<file path="src/rtl/motor_cmd_sched.sv">
// Motor command sequencer: Bluetooth command decode, bumper debounce, automatic back-off and hold.
// Optional link watchdog enabled by defining CMD_WDT_EN.
module motor_cmd_sched #(
  parameter int unsigned DEB_CYCLES     = 12000,
  parameter int unsigned BACKOFF_CYCLES = 6000000,
  parameter logic [4:0]  BACKOFF_SPD    = 5'd12,
  parameter int unsigned WDT_CYCLES     = 12000000
) (
  input  logic       WF_CLK,
  input  logic       WF_BUTTON,
  input  logic [7:0] rx_data,
  input  logic       rx_valid,
  input  logic [5:0] bump_n,
  output logic       motorL_en,
  output logic       motorL_dir,
  output logic [4:0] motorL_spd,
  output logic       motorR_en,
  output logic       motorR_dir,
  output logic [4:0] motorR_spd,
  output logic [1:0] state,
  output logic       cmd_drop
);

  localparam int unsigned DEB_W = $clog2(DEB_CYCLES + 1);
  localparam int unsigned BO_W  = $clog2(BACKOFF_CYCLES + 1);

  typedef enum logic [1:0] {
    S_IDLE    = 2'b00,
    S_DRIVE   = 2'b01,
    S_BACKOFF = 2'b10,
    S_HOLD    = 2'b11
  } state_t;

  typedef struct packed {
    logic       en;
    logic       dir;
    logic [4:0] spd;
  } side_t;

  localparam side_t SIDE_OFF     = '{en: 1'b0, dir: 1'b0, spd: 5'd0};
  localparam side_t SIDE_BACKOFF = '{en: 1'b1, dir: 1'b1, spd: BACKOFF_SPD};

  state_t              r_state;
  side_t               r_left;
  side_t               r_right;
  logic                r_cmd_drop;
  logic [BO_W-1:0]     r_bo_cnt;
  logic [5:0]          r_sync1;
  logic [5:0]          r_sync2;
  logic [DEB_W-1:0]    r_deb_cnt;
  logic                r_deb_level;

  logic                w_bump_any;
  logic                w_deb_chg;
  logic                w_deb_done;
  logic                w_bump_evt;
  logic                w_cmd;
  logic                w_side;
  logic                w_dir;
  side_t               w_cmd_val;
  logic                w_wdt_exp;

  // Two-flop synchronizer; released (all ones) out of reset
  always_ff @(posedge WF_CLK or negedge WF_BUTTON) begin
    if (!WF_BUTTON) begin
      r_sync1 <= '1;
      r_sync2 <= '1;
    end else begin
      r_sync1 <= bump_n;
      r_sync2 <= r_sync1;
    end
  end

  assign w_bump_any = ~&r_sync2;
  assign w_deb_chg  = (w_bump_any != r_deb_level);
  assign w_deb_done = (r_deb_cnt == DEB_W'(DEB_CYCLES - 1));
  // Event fires on the same edge the debounced level flips to pressed
  assign w_bump_evt = w_deb_chg & w_deb_done & w_bump_any;

  always_ff @(posedge WF_CLK or negedge WF_BUTTON) begin
    if (!WF_BUTTON) begin
      r_deb_cnt   <= '0;
      r_deb_level <= 1'b0;
    end else if (!w_deb_chg) begin
      r_deb_cnt <= '0;
    end else if (w_deb_done) begin
      r_deb_cnt   <= '0;
      r_deb_level <= w_bump_any;
    end else begin
      r_deb_cnt <= r_deb_cnt + DEB_W'(1);
    end
  end

  assign w_cmd     = rx_valid & rx_data[7];
  assign w_side    = rx_data[6];
  assign w_dir     = rx_data[5];
  assign w_cmd_val = '{en: 1'b1, dir: rx_data[5], spd: rx_data[4:0]};

`ifdef CMD_WDT_EN
  localparam int unsigned WDT_W = $clog2(WDT_CYCLES + 1);

  logic [WDT_W-1:0] r_wdt_cnt;

  assign w_wdt_exp = (r_state == S_DRIVE) && (r_wdt_cnt == WDT_W'(WDT_CYCLES - 1));

  // Runs only while driving; any valid command restarts the timeout window
  always_ff @(posedge WF_CLK or negedge WF_BUTTON) begin
    if (!WF_BUTTON) begin
      r_wdt_cnt <= '0;
    end else if ((r_state != S_DRIVE) || w_cmd || w_wdt_exp) begin
      r_wdt_cnt <= '0;
    end else begin
      r_wdt_cnt <= r_wdt_cnt + WDT_W'(1);
    end
  end
`else
  assign w_wdt_exp = 1'b0;
`endif

  // Sequencer with registered motor outputs
  always_ff @(posedge WF_CLK or negedge WF_BUTTON) begin
    if (!WF_BUTTON) begin
      r_state    <= S_IDLE;
      r_left     <= SIDE_OFF;
      r_right    <= SIDE_OFF;
      r_cmd_drop <= 1'b0;
      r_bo_cnt   <= '0;
    end else begin
      r_cmd_drop <= 1'b0;
      case (r_state)
        S_IDLE, S_HOLD: begin
          if (w_cmd) begin
            // Forward moves into a still-pressed bumper are refused
            if (r_deb_level && !w_dir) begin
              r_cmd_drop <= 1'b1;
            end else begin
              r_state <= S_DRIVE;
              if (w_side) r_right <= w_cmd_val;
              else        r_left  <= w_cmd_val;
            end
          end
        end
        S_DRIVE: begin
          if (w_bump_evt) begin
            r_state    <= S_BACKOFF;
            r_bo_cnt   <= BO_W'(BACKOFF_CYCLES - 1);
            r_left     <= SIDE_BACKOFF;
            r_right    <= SIDE_BACKOFF;
            r_cmd_drop <= w_cmd;
          end else if (w_cmd) begin
            if (w_side) r_right <= w_cmd_val;
            else        r_left  <= w_cmd_val;
          end else if (w_wdt_exp) begin
            r_state <= S_IDLE;
            r_left  <= SIDE_OFF;
            r_right <= SIDE_OFF;
          end
        end
        S_BACKOFF: begin
          r_cmd_drop <= w_cmd;
          if (r_bo_cnt == '0) begin
            r_state <= S_HOLD;
            r_left  <= SIDE_OFF;
            r_right <= SIDE_OFF;
          end else begin
            r_bo_cnt <= r_bo_cnt - BO_W'(1);
          end
        end
        default: begin
          r_state <= S_IDLE;
          r_left  <= SIDE_OFF;
          r_right <= SIDE_OFF;
        end
      endcase
    end
  end

  assign motorL_en  = r_left.en;
  assign motorL_dir = r_left.dir;
  assign motorL_spd = r_left.spd;
  assign motorR_en  = r_right.en;
  assign motorR_dir = r_right.dir;
  assign motorR_spd = r_right.spd;
  assign state      = r_state;
  assign cmd_drop   = r_cmd_drop;

endmodule

</file>
<file path="config.mk">
export PLATFORM = sky130hd
export DESIGN_NAME = motor_cmd_sched
export DESIGN_NICKNAME = d
export VERILOG_FILES = /design/src/rtl/motor_cmd_sched.sv
export SDC_FILE = /design/constraint.sdc
export NUM_CORES = 1
export LEC_CHECK = 0
export ABC_AREA = 0
export CAP_MARGIN = 10
export CORE_MARGIN = 8
export CORE_UTILIZATION = 53
export CTS_BUF_LIST = sky130_fd_sc_hd__clkbuf_4
export CTS_CLUSTER_DIAMETER = 40
export DETAILED_ROUTE_END_ITERATION = 8
export PLACE_DENSITY = 0.9
export SYNTH_ARGS = -nofsm -noshare
export SYNTH_HDL_FRONTEND = slang
export SYNTH_SLANG_ARGS = --single-unit
</file>
<file path="constraint.sdc">
create_clock -name WF_CLK -period 2.9 [get_ports WF_CLK]
set_clock_uncertainty 0.2 [all_clocks]
set_input_delay 0.87 -clock WF_CLK [delete_from_list [all_inputs] [get_ports WF_CLK]]
set_output_delay 0.87 -clock WF_CLK [all_outputs]
set_load 0.02 [all_outputs]
</file>
## Yosys cells after proc, flatten, opt, wreduce, memory -nomap -nowiden

Index checks and enable logic that the tools add are counted.
W data, S select, Z words.

| operators by class | value |
|---|---|
| $add $sub $neg | 2 |
| equality and inequality tests | 11 |
| muxes and demuxes | 27 |
| bitwise operators | 3 |
| reduce and logical (&&, ||, !) cells | 12 |

Operators with widths:

| cell | number |
|---|---|
| $mux W7 | 11 |
| $mux W23 | 2 |
| $pmux W23 S2 | 1 |
| $pmux W7 S3 | 2 |
| $mux W14 | 2 |
| $logic_not A23 Y1 | 1 |
| $sub A23 B1 Y23 const B | 1 |
| $add A14 B1 Y14 const B | 1 |
| $eq A14 B14 Y1 const B | 1 |
| $ne A2 B2 Y1 const B | 5 |
| $mux W2 | 4 |
| $reduce_and A4 Y1 | 2 |
| $pmux W2 S3 | 1 |
| $reduce_and A6 Y1 | 1 |
| $eq A2 B2 Y1 const B | 2 |
| $and A1 B1 Y1 | 3 |
| $mux W1 | 3 |
| $ne A3 B3 Y1 const B | 1 |
| $pmux W1 S3 | 1 |
| $reduce_and A3 Y1 | 1 |
| $eq A2 B1 Y1 const B | 1 |
| $logic_not A1 Y1 | 2 |
| $logic_not A2 Y1 | 1 |
| $reduce_and A2 Y1 | 1 |
| 4 further kinds | 4 |

| storage, ports and cells | value |
|---|---|
| bits in registers | 67 |
| input port bits | 17 |
| output and inout bits | 17 |
| word-level logic and storage cells | 68 |

## Depth between registers and ports, before layout

| depth | value |
|---|---|
| depth after elaboration | 7 |
| depth in mapped cells | 10 |

## Worst setup path before layout

OpenSTA, ideal clock, no wires.

| timing path | value |
|---|---|
| path type | flip-flop to flip-flop |
| start point | register r_deb_cnt[5] |
| end point | register r_bo_cnt[14] |
| library setup time | 140 ps |
| data arrival time | 2,502 ps |
| path slack | 57 ps |
| cell stages (with the launch flop) | 9 |
| path buffers | 3 |
| clock period less this slack | 2,843 ps |
| path through | dfrtp_1 or4b_1 or4_1 buf_2 o41a_1 buf_6 buf_6 o41ai_1 a21oi_1 |

| on the way | value |
|---|---|
| longest elaborated chain between the ends | 5 |

RTL lines:

| element | RTL line | source |
|---|---|---|
| from (decl) | 50 | `logic [DEB_W-1:0] r_deb_cnt;` |
| from (signal assigned) | 90 | `r_deb_cnt <= r_deb_cnt + DEB_W'(1);` |
| $eq A14 B14 Y1 | 76 | `assign w_deb_done = (r_deb_cnt == DEB_W'(DEB_CYCLES - 1));` |
| $and A1 B1 Y1 (2 in series) | 78 | `assign w_bump_evt = w_deb_chg & w_deb_done & w_bump_any;` |
| $ne A2 B2 Y1 (no source line) | - |  |
| $reduce_and A3 Y1 (no source line) | - |  |
| to (signal assigned) | 146 | `r_bo_cnt <= BO_W'(BACKOFF_CYCLES - 1);` |
| to (signal assigned) | 166 | `r_bo_cnt <= r_bo_cnt - BO_W'(1);` |
| to (decl) | 47 | `logic [BO_W-1:0] r_bo_cnt;` |

Every way passes these cells.
A chain may end at the register's enable or synchronous reset.

## Worst setup path after layout

| timing path | value |
|---|---|
| start point | register r_deb_cnt[5] |
| end point | register r_bo_cnt[7] |

The elaborated chain is that of the path after synthesis.

==> results.cfg <==
[synth]
synthArstFlopShare = 1.00
yosys_warnings = 0
syn_area_per_cell_um2 = 10.9
ys_ff_latch = 67
ys_types = 47
syn_inst = 287
ys_seq_area_frac = 0.539
syn-cell-area_um2 = 3140
synth_top_cell_by_area = dfrtp_1
synth-edff-count = 0
ys_top_cells_by_area = dfrtp_1, dfstp_2, xnor2_1, nor2_1, nand2_1
ys.flop_type = dfrtp_1
syn-num-nets = 309
yosysTopAreaCellShare = 0.439

[clock_tree]
clockBufferDepth = 2
cts-root-buf = clkbuf_4
path_clk_slew_ns = 0.11
cts_tree = yes
insertion_delay_ns = 0.43
htreeDepth = 3
cts_buffers = 9
clock_sinks = 67

[floorplan]
ios = 34
row_count = 28
fp.dieW_um = 92.9
die_h_um = 92.9
initial_core_util = 0.539
core_um2 = 5820
die_area_um2 = 8640

[global_route]
antenna_found_initial = 0
overflow = 0
grt_max_degree = 68
grt_first_pass_wirelength_um = 11400
grt_pass1_vias = 2483
track_usage = 0.167

[timing]
slew_headroom = 0.601
final.setup.tns_ns = 0
finalCriticalPeriod_ns = 2.85
timing.fmax_mhz = 351
finalCritPeriodShare = 0.984
setup_violations = 0
whs_ns = 0.162
tightest_slew_ns = 0.596
hold_violations = 0
setup_ws_ns = 0.0476
rsz0062_at_grt = true
maxSlewViolCount = 0

[layout]
final_cells = 432
fill_cells = 411
synthToLayoutAreaGrowth_pct = 28.0
antenna_cells = 0
drive_gt1_frac = 0.255
nNetsFinal = 374
final_util = 0.691

[setup_path]
worst-setup-path-type = register to register
cp-start-kind = register
arrival_ns = 3.02
crit_fanout = 5
cp-end-kind = register
worstPathRequired_ns = 3.07

[placement]
dp_hpwl_um = 4580
place_congestion = 0.814
dp.cells = 410
io_buffers = 33
dp_slack_ns = -0.0493

[worst_hold_path]
hp-class = register to register

[routing]
drt_iter0_markers = 163
firstDrtPassIters = 4
finalWirelength_um = 7050
drc = 0
num_vias = 2472
viasPerCell = 5.72
wl_per_cell_um = 16.3
ant_nets = 0

[power_and_ir_drop]
leakage_nw = 1.76
peakVddDrop_mv = 0.627
p_per_area_nw_per_um2 = 947

[job]
maxCapViolations = 0

[status]
status = finished clean
Yosys cell counts, drive strengths merged (2+ instances only):
cell	count
dfstp	12
buf	6
nand3	14
nand2	26
nor2	32
o41ai	4
dfrtp	55
ha	5
nor3	12
nand4	4
a22o	6
nor4	6
nor3b	2
a2bb2oi	8
o21ai	14
or3	5
and2	2
xnor2	20
a21oi	5
nor4b	3
nand2b	2
or4	6
mux2i	2
and3	5
nor2b	2
or2	2
xor2	8
inv	7
kinds of logic (layout without fill, tap and decap cells):
| group | Yosys count | after routing | share of synthesized area |
|---|---|---|---|
| XOR/XNOR | 28 | 28 | 0.0782 |
| flip-flops | 67 | 67 | 0.539 |
| AO/OA/AOI/OAI | 44 | 45 | 0.107 |
| multiplexers | 2 | 2 | 0.00638 |
| adder cells (fa/ha/maj) | 5 | 5 | 0.0199 |
| AND/OR/NAND/NOR | 127 | 127 | 0.226 |
| buffers and inverters | 14 | 83 | 0.0231 |
where the power goes:
group	internal, W	switching [W]
Clock	0.000173	0.000344
Combinational	0.000849	0.000954
Sequential	0.00123	0.000256
sequential cells by signal, summed over array words and instances, names as in the netlist, 2 cells and up:
signal / count
r_sync2: 6
state: 2
motorR_spd: 5
r_bo_cnt: 23
motorL_spd: 5
r_sync1: 6
r_deb_cnt: 14
per-layer routing:
layer  GRT usage  vias to the layer above  part of all wire
met4      0.0752                        0             0.027
met5           0                        -                 0
li1            -                     1156                 -
met1       0.195                     1231              0.41
met3      0.0599                       18             0.053
met2       0.269                       67              0.51
metrics by stage:
step | instance area [um2] | power, W
floorplan | 3140 | 0.00248
CTS | 3860 | 0.00367
global placement | 3700 | 0.00302
finish | 4020 | 0.00381
global route | 4020 | 0.00406
detailed placement | 3700 | 0.00309
cells in the final DEF, fill, tap and decap left out, drive strengths merged, types with 6 or more instances in the layout:
cell type | synthesis | final
nor3 | 12 | 12
nand2 | 26 | 26
a2bb2oi | 8 | 8
xor2 | 8 | 8
or4 | 6 | 6
nand3 | 14 | 14
dfstp | 12 | 12
clkdlybuf4s50 | 0 | 32
nor2 | 32 | 32
a22o | 6 | 6
xnor2 | 20 | 20
clkbuf | 1 | 9
dfrtp | 55 | 55
o21ai | 14 | 14
inv | 7 | 9
nor4 | 6 | 6
buf | 6 | 28
critical path: stages, from the launching register on:
cell,delay [ns]
dfrtp_1,0.39
or4b_1,0.52
or4_4,0.44
buf_6,0.15
o41ai_4,0.45
nand3_2,0.18
or3_4,0.36
a21oi_2,0.11
final cells by class:
class / count / area (um2) / area share
Tap cell: 75 / 93.8 / 0.0234
Multi-Input combinational cell: 207 / 1530 / 0.380
Timing Repair Buffer: 60 / 568 / 0.141
Sequential cell: 67 / 1690 / 0.421
Inverter: 7 / 26.3 / 0.00654
Clock inverter: 7 / 42.5 / 0.0106
Clock buffer: 9 / 67.6 / 0.0168
final timing paths:
path / start / endpoint / slack [ns] / cells past startpoint
max in group asynchronous: WF_BUTTON / r_sync2[1]$_DFF_PN1_ / 1.93 / 2
max reg2reg: r_deb_cnt[5]$_DFF_PN0_ / r_bo_cnt[7]$_DFFE_PN0P_ / 0.05 / 7
max: r_deb_cnt[5]$_DFF_PN0_ / r_bo_cnt[7]$_DFFE_PN0P_ / 0.05 / 7
min in group asynchronous: WF_BUTTON / motorL_en$_DFFE_PN0P_ / 0.24 / 2
min: r_sync1[5]$_DFF_PN1_ / r_sync2[5]$_DFF_PN1_ / 0.16 / 0
min reg2reg: r_sync1[5]$_DFF_PN1_ / r_sync2[5]$_DFF_PN1_ / 0.16 / 0
what timing repair did:
| item | CTS | global route |
|---|---|---|
| hold endpoints to repair | 0 | 0 |
| buffers inserted | 1 | 4 |
| gates cloned | 1 | 0 |
| pin swaps | 1 | 10 |
| endpoints found under the setup margin | 12 | 26 |
| resized for setup | 6 | 23 |
| hold buffers | 0 | 0 |
No activity file was read; power rests on OpenSTA's default activity.
==> edit 1 (same settings) <==
Put a register stage on the outputs `motorL_en`, `motorL_dir`, `motorL_spd`, `motorR_en`, `motorR_dir` and `motorR_spd`, with the module's reset. The values now appear one clock later. The other outputs are not delayed to match.
--- a/src/rtl/motor_cmd_sched.sv
+++ b/src/rtl/motor_cmd_sched.sv
@@ -175,12 +175,23 @@
     end
   end
 
-  assign motorL_en  = r_left.en;
-  assign motorL_dir = r_left.dir;
-  assign motorL_spd = r_left.spd;
-  assign motorR_en  = r_right.en;
-  assign motorR_dir = r_right.dir;
-  assign motorR_spd = r_right.spd;
+  always_ff @(posedge WF_CLK or negedge WF_BUTTON) begin
+    if (!WF_BUTTON) begin
+      motorL_en  <= '0;
+      motorL_dir <= '0;
+      motorL_spd <= '0;
+      motorR_en  <= '0;
+      motorR_dir <= '0;
+      motorR_spd <= '0;
+    end else begin
+      motorL_en  <= r_left.en;
+      motorL_dir <= r_left.dir;
+      motorL_spd <= r_left.spd;
+      motorR_en  <= r_right.en;
+      motorR_dir <= r_right.dir;
+      motorR_spd <= r_right.spd;
+    end
+  end
   assign state      = r_state;
   assign cmd_drop   = r_cmd_drop;
 
Function: changed (Yosys sat finds a counterexample within 4 cycles, from zero or initial values).
==> edit 1 against the unedited design <==
- first-iteration DRC count up 44%
- sequential cell count up 14
- power grew 8.3%
- non-clock buffer count down 21
- cell area up 4.7%
- wire length is 9.9% higher
- core utilization fell by 6.1 points
- setup slack better by 120 ps
- clock power is 56% higher
- area after synthesis increased by 14%
- synthesized cell count is 12% higher
- critical path type unchanged
==> edit 1: results (changes against the unedited design) <==
* Status: completed
* GRT met2 Usage at 0.272 (+0.00375)
* DR pass1 iterations at 4 (unchanged)
* Met1 Usage GRT at 0.207 (+0.0121)
* Slew headroom at 0.514 (-0.0867)
* Post-Syn Nets at 344 (+11%)
* Async SR Flop Fraction at 1.00 (unchanged)
* Post-synthesis sequential area ratio at 0.570 (+0.0311)
* Total clock buffers created by CTS at 9 (unchanged)
* Diodes inserted at 0 (unchanged)
* Post-CTS Resized at 0 (-6)
* Clk root buf: clkbuf_4
* Share of cells above drive strength 1 at 0.139 (-0.116)
* Sw Ratio at 0.384 (-0.0250)
* Clk buf depth at 2 (unchanged)
* # H-tree levels at 3 (unchanged)
* Ranking of synthesized cells by area: dfrtp_1, dfstp_2, nor2_1
* Layout fillers at 514 (+25%)
* Distinct cells, synth at 51 (+8.5%)
* Hold Crit Depth at 0 (unchanged)
* Routed wire length at 7740 um (+9.9%)
* Total Routing Usage GR at 0.169 (+0.00221)
* Synth warnings at 0 (unchanged)
* Layout net count at 385 (+2.9%)
* Commonest cells in the synthesized netlist: dfrtp_1, nor2_1, nand2_1
* Clk slew on worst S/H paths at 150 ps (+40 ps)
* # port buffers at 33 (unchanged)
* Setup Buffers After CTS at 0 (-1)
* Via count at 2694 (+9.0%)
* Pre-CTS setup slack at 74.7 ps (+124 ps)
* DP HPWL at 5520 um (+20%)
* Skew-Pair Late Insertion Delay at 460 ps (+30 ps)
* First-pass GRT wire length at 13100 um (+15%)
* Worst R2R Path Depth at 6 (-1)
* Hold Crit Class: flop to flop
* RePlAce Congestion at 0.891 (+9.6%)
* Met3 global-route usage at 0.0370 (-0.0229)
* Worst IR Drop VDD at 0.701 mV (+12%)
* DR iter-0 viols at 234 (+44%)
* Max Slew Vio Count at 0 (unchanged)
* Biggest regs: r_bo_cnt (23), r_deb_cnt (14)
* Max FO, Critical Path at 14 (+9)
* Largest net degree at the start of global routing at 47 (-31%)
* Antenna violations before repair at 0 (unchanged)
* Lkg Pwr at 1.82 nW (+3.4%)
==> edit 1: changes by cell type after synthesis, sizes merged, moves of 4 or more <==
cell	delta
dfrtp	+14
a2bb2oi	-8
o22a	+8
xnor2	-8
a21oi	+6
clkbuf	+6
nand4	+6
xor2	+6
o21ai	-5
buf	-4
nor2	+4
o41ai	-4
==> edit 1: power by group through the flow <==
stage / clock, mW / sequential (mW) / combinational, mW
2_1_floorplan: 0 / 1.83 / 0.946
3_3_place_gp: 0 / 1.75 / 1.46
3_5_place_dp: 0 / 1.77 / 1.55
4_1_cts: 0.819 / 1.75 / 1.56
5_1_grt: 0.857 / 1.80 / 1.70
6_report: 0.808 / 1.75 / 1.56
==> edit 1: path summary, 6_finish.rpt <==
path / slack [ps] / to / start
min in group asynchronous: 180 / motorR_spd[0] / WF_BUTTON
max in group asynchronous: 1710 / r_deb_cnt[10] / WF_BUTTON
hold reg to reg: 160 / r_sync2[2] / r_sync1[2]
setup / recovery: 170 / r_right[0] / r_bo_cnt[9]
hold / removal: 160 / r_sync2[2] / r_sync1[2]
setup reg to reg: 170 / r_right[0] / r_bo_cnt[9]
==> edit 1: stage by stage <==
stage | instance area [um^2] | instances | power, mW | hold WS (ps)
2_1_floorplan | 3580 | 322 | 2.78 | 145
3_3_place_gp | 4020 | 432 | 3.21 | 146
3_5_place_dp | 4020 | 432 | 3.32 | 147
4_1_cts | 4200 | 448 | 4.13 | 164
5_1_grt | 4200 | 448 | 4.36 | 169
6_report | 4200 | 448 | 4.12 | 157
==> edit 1: cell families (layout without fill, tap and decap cells) <==
family,count (synthesis),after routing,synth area share
simple gates,136,136,0.205
flops,81,81,0.570
compound gates,55,55,0.121
xor+xnor,26,26,0.0636
buf+inv,19,65,0.0224
fa+ha+maj,5,5,0.0175
==> edit 1: layout make-up <==
class | count | area [um^2] | share of cell area
Sequential cell | 81 | 2040 | 0.486
Multi-Input combinational cell | 222 | 1460 | 0.348
Timing Repair Buffer | 39 | 385 | 0.0917
Clock inverter | 7 | 108 | 0.0256
Tap cell | 80 | 100 | 0.0238
Clock buffer | 9 | 67.6 | 0.0161
Inverter | 10 | 37.5 | 0.00893
==> edit 1: layer usage <==
metal  vias to the layer above  share of wire  wire length, um
met5                         -              0                0
met4                         0          0.025              193
met3                        15          0.050              388
met2                        95           0.50             3900
met1                      1343           0.42             3260
li1                       1241              -                -
==> edit 1: critical path, stage by stage (launching register included) <==
cell     delay, ps
dfrtp_1        440
or4_4          590
nor4_4         280
a41oi_2        190
a211o_4        450
a21o_1         220
a22o_1         250
==> edit 2 (config.mk and constraints unchanged) <==
Without the edit above. Add a define of `CMD_WDT_EN`.
--- a/src/rtl/motor_cmd_sched.sv
+++ b/src/rtl/motor_cmd_sched.sv
@@ -1,5 +1,7 @@
 // Motor command sequencer: Bluetooth command decode, bumper debounce, automatic back-off and hold.
 // Optional link watchdog enabled by defining CMD_WDT_EN.
+`define CMD_WDT_EN
+
 module motor_cmd_sched #(
   parameter int unsigned DEB_CYCLES     = 12000,
   parameter int unsigned BACKOFF_CYCLES = 6000000,
Formal check against the unedited RTL: same outputs for any inputs over 10 cycles, from zero or initial values; that may be too few to reach the edited logic, so the function may still have changed.
==> edit 2 against the unedited design <==
- cell area rose by 28%
- setup slack better by 120 ps
- largest power group is now registers
- clock power rose by 60%
- hold slack gained 4.1 ps
- area after synthesis increased by 40%
- sequential share of layout area grew 2.6 points
- first-iteration DRC count increased by 25%
- wire length rose by 28%
- power is 32% lower
- global-route usage down 0.36 points
- sequential cell count up 24
==> edit 2: results (changes against the unedited design) <==
* Post-layout min period at 2730 ps (-118 ps)
* DP HPWL at 6550 um (+43%)
* DP Cell Count at 577 (+41%)
* Lkg Pwr at 2.38 nW (+35%)
* Reg-to-Reg Start: r_bo_cnt[19]
* DR iter-0 viols at 203 (+25%)
* Total Routing Usage GR at 0.163 (-0.00364)
* Crit-path max cell delay at 460 ps (-60 ps)
* Share of cells above drive strength 1 at 0.127 (-0.128)
* Post-CTS Resized at 0 (-6)
* Non-filler instance count after layout at 593 (+37%)
* Post-Syn Nets at 460 (+49%)
* Slew headroom at 0.631 (+0.0303)
* Layout fillers at 596 (+45%)
* Status: completed
* Via count at 3374 (+36%)
* Layout net count at 506 (+35%)
* Distinct cells, synth at 54 (+15%)
* Max FO, Critical Path at 7 (+2)
* Hold_sp: r_sync1[0]
* Pre-CTS setup slack at -31.4 ps (+17.9 ps)
* Ranking of synthesized cells by area: dfrtp_1, dfstp_2, xnor2_1
* Clk slew on worst S/H paths at 150 ps (+40 ps)
* Hold Path Sink: r_sync2[0]
* Sequential group power at 1.44 mW (-3%)
* Skew-Pair Late Insertion Delay at 450 ps (+20 ps)
* Slowest cell on the critical path: dfrtp_1
* Clock Power Share at 0.321 (+0.185)
* First-pass GRT wire length at 15500 um (+36%)
* Worst IR Drop VDD at 0.544 mV (-13%)
* Synth Area in Adders at 0.0170 (-0.00290)
* Multiplexer share of the synthesized area at 0.00710 (+0.000718)
* Compound-Gate Fraction of Synth Area at 0.103 (-0.00409)
* Post-synthesis sequential area ratio at 0.520 (-0.0190)
* CP Data Arrival Time at 2870 ps (-150 ps)
-- edit 2: cell types whose count changed after synthesis, sizes merged, moves of 7 or more --
cell     before  now
clkbuf        1   13
a2bb2oi       8    0
nand2        26   35
a21oi         5   18
xnor2        20   27
nor2         32   55
xor2          8   19
dfrtp        55   79
-- edit 2: per-layer routing --
layer / share of wire / GRT usage / up-vias
met5: 0 / 0 / -
met4: 0.020 / 0.0663 / 0
met3: 0.040 / 0.0384 / 17
met2: 0.50 / 0.282 / 81
met1: 0.44 / 0.190 / 1649
li1: - / - / 1627
-- edit 2: final cells by class --
| type | count | area (um^2) | area share |
|---|---|---|---|
| repair buffers | 50 | 468 | 0.0914 |
| clock inverters | 7 | 106 | 0.0208 |
| inverters | 13 | 48.8 | 0.00953 |
| flip-flops and latches | 91 | 2290 | 0.448 |
| clock buffers | 9 | 67.6 | 0.0132 |
| multi-input cells | 318 | 2010 | 0.392 |
| well taps | 105 | 131 | 0.0257 |
